--- config.mk ---
export PLATFORM = sky130hd
export DESIGN_NAME = enc4x2_event
export DESIGN_NICKNAME = d
export VERILOG_FILES = /design/src/rtl/enc4x2_event.sv
export SDC_FILE = /design/constraint.sdc
export NUM_CORES = 1
export LEC_CHECK = 0
export BUFFER_PORTS_ARGS = -buffer_cell sky130_fd_sc_hd__buf_2
export CORE_MARGIN = 3
export CORE_UTILIZATION = 38
export DETAILED_ROUTE_END_ITERATION = 10
export GPL_TIMING_DRIVEN = 0
export PLACE_DENSITY = 0.68
export SLEW_MARGIN = 20
export SYNTH_ARGS = -nofsm -noshare
export SYNTH_HDL_FRONTEND = slang
export SYNTH_SLANG_ARGS = --single-unit
--- constraint.sdc ---
create_clock -name clk -period 2.9 [get_ports clk]
set_input_delay 0.29 -clock clk [delete_from_list [all_inputs] [get_ports clk]]
set_output_delay 0.29 -clock clk [all_outputs]
set_load 0.1 [all_outputs]
--- src/rtl/enc4x2_event.sv ---
// -----------------------------------------------------------------------------
// enc4x2_event
//
// Sequential event encoder. It detects rising edges on N request lines and
// latches them as pending events. One event at a time is presented as a binary
// index on a valid/ready port. When several events are pending, the highest
// index goes first.
//
// Ports
//   clk      : rising-edge clock
//   rst_n    : asynchronous active-low reset, clears all state
//   enable   : 1 = capture new rising edges, 0 = discard them (drain continues)
//   xin      : N request lines, synchronous to clk
//   yout     : W-bit index of the presented event
//   valid    : yout holds an event
//   ready    : consumer accepts yout when valid & ready at a rising edge
//   pending  : registered vector of captured, not yet presented events
//   overrun  : one-cycle pulse, an edge hit a bit that was already pending
// -----------------------------------------------------------------------------
module enc4x2_event #(
   parameter int N = 4,
   parameter int W = 2
) (
   input  logic         clk,
   input  logic         rst_n,
   input  logic         enable,
   input  logic [N-1:0] xin,
   output logic [W-1:0] yout,
   output logic         valid,
   input  logic         ready,
   output logic [N-1:0] pending,
   output logic         overrun
);

   // The encoder maps index i to bit i. N must be a power of two and W must
   // be exactly its log2, otherwise indices and lines do not line up.
   if (N < 2 || (1 << W) != N) begin : g_bad_param
      $error("enc4x2_event: N must be a power of two >= 2 and W == clog2(N)");
   end

   // Returns the index of the highest set bit. The caller guarantees that
   // vec is nonzero.
   function automatic logic [W-1:0] f_top_index(input logic [N-1:0] vec);
      logic [W-1:0] idx;
      idx = '0;
      for (int i = 0; i < N; i++) begin
         if (vec[i]) idx = W'(i);
      end
      return idx;
   endfunction

   logic [N-1:0] r_xin_d;
   logic [N-1:0] r_pending;
   logic [W-1:0] r_yout;
   logic         r_valid;
   logic         r_overrun;

   logic [N-1:0] w_edge;
   logic [N-1:0] w_capture;
   logic         w_slot_free;
   logic         w_load;
   logic [W-1:0] w_load_idx;
   logic [N-1:0] w_load_mask;
   logic [N-1:0] w_pending_kept;
   logic [N-1:0] w_pending_next;
   logic         w_overrun;

   // Edge detect. While enable is low, edges are dropped rather than deferred.
   // r_xin_d still tracks xin, so a line that is already high when enable
   // rises produces no event.
   assign w_edge    = xin & ~r_xin_d;
   assign w_capture = enable ? w_edge : '0;

   // The slot can take a new code when it is empty, or when the current code
   // is being accepted in this cycle.
   assign w_slot_free = ~r_valid | ready;
   assign w_load      = w_slot_free & (|r_pending);
   assign w_load_idx  = f_top_index(r_pending);
   assign w_load_mask = w_load ? (N'(1) << w_load_idx) : '0;

   // The load decision uses the pending value from before this edge.
   // Edges captured now can only be loaded in a later cycle. A bit that is
   // loaded and re-captured in the same cycle ends up set again, so both
   // events are delivered.
   assign w_pending_kept = r_pending & ~w_load_mask;
   assign w_pending_next = w_pending_kept | w_capture;

   // An event is lost only when its bit is still pending after this cycle's
   // load. An edge on the bit now sitting in the output slot is not a loss.
   assign w_overrun = |(w_capture & w_pending_kept);

   always_ff @(posedge clk or negedge rst_n) begin
      if (!rst_n) begin
         r_xin_d   <= '0;
         r_pending <= '0;
         r_yout    <= '0;
         r_valid   <= 1'b0;
         r_overrun <= 1'b0;
      end else begin
         r_xin_d   <= xin;
         r_pending <= w_pending_next;
         r_overrun <= w_overrun;
         if (w_slot_free) begin
            if (w_load) begin
               r_yout  <= w_load_idx;
               r_valid <= 1'b1;
            end else begin
               // Nothing to present. yout keeps its last code.
               r_valid <= 1'b0;
            end
         end
      end
   end

   assign yout    = r_yout;
   assign valid   = r_valid;
   assign pending = r_pending;
   assign overrun = r_overrun;

endmodule

Word-level counts from Yosys, hierarchy flattened
Cells that the tools add are included.
{ "totals": {"reg_bits": 12, "latchBits": 0, "mem_bits_rw": 0, "rom_bits": 0, "in_bits": 8, "output_inout_bits": 8, "word_cells": 24, "mem_count": 0} }
{ "op_classes": {"n_addsub": 0, "mul": 0, "div_mod_pow": 0, "magnitude_cmp": 0, "eq_ne": 0, "n_shift": 1, "muxes": 6, "n_bitwise": 9, "n_reduce_logical": 3} }
{ "op_table": {"columns": ["op", "n"], "rows": [
  ["bitwise AND 4 bit", 3],
  ["two-way mux 4 bit", 2],
  ["NOT 4 bit", 2],
  ["OR reduction 4 bit", 2],
  ["two-way mux 2 bit", 2],
  ["OR 4 bit", 1],
  ["left shift 1 x 2 -> 4 bit (first input constant)", 1],
  ["two-way mux 1 bit", 2],
  ["AND reduction 2 bit", 1],
  ["bitwise AND 1 bit", 1],
  ["NOT 1 bit", 1],
  ["OR 1 bit", 1]
]} }

Longest topological paths before layout
{ "depth": {"ltp_word": 9, "depth_mapped": 4, "ltp_nobuf": 3} }

Worst setup path before layout
Ideal clock, no wire load.
{ "synth_timing": {"path_kind": "register to register", "start": "register r_valid (netlist: valid)", "end": "register r_yout[0] (netlist: yout[0])", "setup_time_ns": 0.126, "t_arrival_ns": 1.690, "required_time_ns": 2.774, "slack_ns": 1.084, "path_stages_with_launch": 5, "n_path_buf": 1, "period_less_slack_ns": 1.816, "cell_sequence": "dfrtp_1 > nor2b_4 > buf_6 > o22ai_2 > a221o_1"} }
{ "synth_via": {"elab_chain_cells": 4} }
{ "synth_lines": {"columns": ["element", "line", "text"], "rows": [
  ["start, declared", "55", "logic r_valid;"],
  ["start signal, assigned", "97", "r_valid <= 1'b0;"],
  ["start signal, assigned", "106", "r_valid <= 1'b1;"],
  ["start signal, assigned", "109", "r_valid <= 1'b0;"],
  ["NOT 1 bit *", "76", "assign w_slot_free = ~r_valid | ready;"],
  ["OR 1 bit *", "76", null],
  ["bitwise AND 1 bit", "77", "assign w_load = w_slot_free & (|r_pending);"],
  ["AND reduction 2 bit (no source line) *", null, null],
  ["end signal, assigned", "105", "r_yout <= w_load_idx;"],
  ["end, declared", "54", "logic [W-1:0] r_yout;"]
]} }
Mark *: on every way between the ends. The rest lies on a longest branch, timed or not.
A chain may end at the register's enable or synchronous reset.

Worst setup path in the final report
{ "layout_timing": {"start": "register r_pending[2] (netlist: pending[2])", "end": "output pending[2]"} }
{ "layout_rtl": {"columns": ["element", "line", "text"], "rows": [
  ["start, declared", "53", "logic [N-1:0] r_pending;"],
  ["start signal, assigned", "101", "r_pending <= w_pending_next;"],
  ["end, declared", "31", "output logic [N-1:0] pending,"]
]} }
No word-level cell between the ends.

==> impl_results.rst <==
.. list-table::
   :header-rows: 1

   * - Metric
     - Value
   * - Cell breakdown of the critical path
     - buf_2
   * - Final total power
     - 0.597 mW
   * - Initial core utilization
     - 0.435
   * - Overall overflow remaining after global route
     - 0
   * - Buffering stage count on the worst path with inverters included
     - 1
   * - Area of the die
     - 1830 sq um
   * - CTS buffer count
     - 3
   * - Number of rows in the core area
     - 12
   * - Number of failing setup endpoints in the final timing report
     - 0
   * - Area used by multi-input combinational logic
     - 189 sq um
   * - Sequential cell area fraction in the yosys report
     - 0.583
   * - Most frequent cells in the layout
     - sky130_fd_sc_hd__buf_2, sky130_fd_sc_hd__dfrtp_1, sky130_fd_sc_hd__o21ai_0
   * - Post-synthesis instance total
     - 42
   * - DRT Wirelength
     - 913 microns
   * - Average via count per standard cell
     - 5.20
   * - Setup repair after global routing missed its margin
     - no
   * - Number of pins exceeding their max-slew limit in the final report
     - 0
   * - # IOs
     - 16
   * - Hpwl dp
     - 690 microns
   * - Number of cells on the worst hold path
     - 1
   * - Flip-flop and latch count after synthesis
     - 12
   * - Hold path start
     - xin[0]
   * - Fin cells
     - 75
   * - Crit-path slowest cell
     - sky130_fd_sc_hd__buf_2
   * - Vertical extent of the die
     - 42.8 microns
   * - Worst Hold Endpoint
     - r_xin_d[0]
   * - Clock transition at the registers of the reported paths
     - 0.07 ns
   * - Actual slew at the worst max-slew pin
     - 0.487 ns
   * - Net count after synthesis
     - 50
   * - Number of gates resized after CTS
     - 0
   * - Post-synthesis to final-layout area growth
     - 24.3%
   * - Pleak
     - 0.326 nW
   * - Maximum number of pins on one net before global-route repair
     - 13
   * - # Max-Cap Violations
     - 0
   * - Final critical delay including setup and external delays
     - 1.50 ns
   * - Arrival time of the worst setup path
     - 1.21 ns
   * - Reg-to-reg critical path endpoint
     - overrun
   * - DR pass1 iterations
     - 4
   * - Number of antenna violations at the first check in global routing
     - 0
   * - Achievable Freq
     - 664 MHz
   * - Clock Skew
     - 0.000309 ns
   * - Min setup slack post-route
     - 1.40 ns
   * - Total inserted antenna cells
     - 0
   * - Instance count after placement with tap cells included
     - 71
   * - Worst hold path class
     - primary input to flop
   * - Number of nets in the final layout
     - 71
   * - Via count of the first global-routing pass
     - 356
   * - Overall Global Routing Usage
     - 0.116
   * - Data required time of the worst path
     - 2.61 ns
   * - Maximum VDD drop
     - 386 uV
   * - H-tree level count
     - 1
   * - Wire length of the first global-routing pass
     - 1.55 mm
   * - Commonest non-fill, non-tap cell in the layout
     - sky130_fd_sc_hd__buf_2
   * - CP endpoint kind
     - output port
   * - Reg2Reg Setup Slack
     - 1.72 ns
   * - Post-synthesis cell area
     - 515 sq um
   * - Die X-Extent
     - 42.8 microns
   * - Share of the clock period used by the worst path after layout
     - 0.519
   * - TritonCTS clock tree
     - built
   * - # DRC
     - 0
   * - Insertion delay of the later-clocked pin in the worst-skew pair
     - 0.26 ns
   * - Number of buffers on the longest clock path
     - 2
   * - Number of fill cells
     - 107
   * - Storage cell area
     - 300 sq um
   * - Number of sinks driven by the clock tree
     - 12
   * - First DRT Iteration DRCs
     - 8
   * - Critical R2R Launch
     - pending[3]
   * - Final weighted congestion in routability-driven placement
     - 0.767
   * - Worst-case reg-to-reg path depth
     - 3
   * - Buffers on Ports
     - 15
   * - Headroom to the max-slew limit
     - 0.677
   * - Power Density
     - 932 nW/um^2
   * - Type of the worst setup path
     - flop to output port
   * - Crit-path leading delay family
     - buffers and inverters
   * - Vias after detailed routing
     - 390
   * - Clock root cell
     - sky130_fd_sc_hd__clkbuf_4
   * - Antenna Violating Nets Remaining
     - 0
   * - Dpl ws
     - 1.68 ns
   * - Stage delay of the slowest cell on the critical path
     - 0.48 ns
   * - Finished Core Util
     - 0.540
   * - Core box area
     - 1190 sq um
   * - Status
     - completed
   * - Total negative slack for setup checks
     - 0 ns
   * - Mean instance size in the synthesized netlist
     - 12.3 sq um
   * - Kind of start point of the critical path
     - flop
   * - Synth warnings
     - 0
   * - Maximum fanout along the worst path
     - 8
   * - Final hold viol count
     - 0
   * - Instance count on the critical path
     - 1
   * - Share of cells above drive strength 1
     - 0.393
   * - Count of distinct cell types in the synthesized netlist
     - 20
   * - Wirelength per Cell
     - 12.2 microns
==> power breakdown <==
part / switching [mW] / internal, mW
clock network: 0.0502 / 0.0480
registers: 0.0210 / 0.194
logic: 0.228 / 0.0552
total: 0.299 / 0.297
==> worst max-delay path by stage <==
stage,startpoint,endpoint,slack [ns]
after floorplan,valid,yout[0],1.08
after global placement,pending[2],pending[2],1.68
after detailed placement,pending[2],pending[2],1.68
after CTS,pending[2],pending[2],1.38
after global routing,pending[2],pending[2],1.34
final,pending[2],pending[2],1.40
==> synth_stat cells <==
library cell	n	share of area
sky130_fd_sc_hd__dfrtp_1	12	0.58
sky130_fd_sc_hd__o21ai_0	4	0.039
sky130_fd_sc_hd__inv_1	3	0.022
sky130_fd_sc_hd__nand2_1	3	0.022
sky130_fd_sc_hd__nand3b_1	3	0.044
sky130_fd_sc_hd__and4b_1	2	0.039
sky130_fd_sc_hd__nor2_1	2	0.015
sky130_fd_sc_hd__a21o_2	1	0.017
sky130_fd_sc_hd__a221o_1	1	0.019
sky130_fd_sc_hd__a32oi_1	1	0.017
sky130_fd_sc_hd__and2b_4	1	0.019
sky130_fd_sc_hd__and3b_1	1	0.017
sky130_fd_sc_hd__buf_6	1	0.022
sky130_fd_sc_hd__clkbuf_1	1	0.0073
sky130_fd_sc_hd__nor2b_4	1	0.027
sky130_fd_sc_hd__nor3_1	1	0.0097
sky130_fd_sc_hd__o211ai_1	1	0.015
sky130_fd_sc_hd__o22ai_1	1	0.012
sky130_fd_sc_hd__o22ai_2	1	0.024
sky130_fd_sc_hd__o41ai_2	1	0.032
==> through the flow <==
step | cell area, sq um | hold slack (ns)
floorplan | 515 | -0.00559
global placement | 608 | 0.178
detailed placement | 608 | 0.184
CTS | 641 | 0.134
global route | 641 | 0.133
finish | 641 | 0.142
==> routing by layer <==
layer  track usage  vias up  share of wire
met5             0        -              0
met4        0.0745        0         0.0088
li1              -      191              -
met1         0.154      181           0.50
met2         0.156       16           0.43
met3        0.0424        2          0.061
==> state kept, by name (all words and copies together), names as in the netlist <==
| name | flops |
|---|---|
| yout | 2 |
| valid | 1 |
| overrun | 1 |
| pending | 4 |
| r_xin_d | 4 |
==> final cells by class <==
cell class	instances	share of cell area
plain buffers	2	0.0234
clock buffers	3	0.0352
inverters	3	0.0176
multi-input cells	25	0.295
flip-flops and latches	12	0.469
well taps	14	0.0273
repair buffers	16	0.133
==> cell families (layout without fill, tap and decap cells) <==
kind of cell | after synthesis | in the layout | synth area share
AND/OR/NAND/NOR | 14 | 14 | 0.192
flip-flops | 12 | 12 | 0.583
buffers and inverters | 5 | 24 | 0.0510
AO/OA/AOI/OAI | 11 | 11 | 0.175
==> what timing repair did <==
action / 4_1_cts / 5_1_grt
buffers inserted: 0 / 0
endpoints found under the hold margin: 12 / 0
hold buffers: 1 / 0
Note: power is estimated with default switching activity, not from simulation.
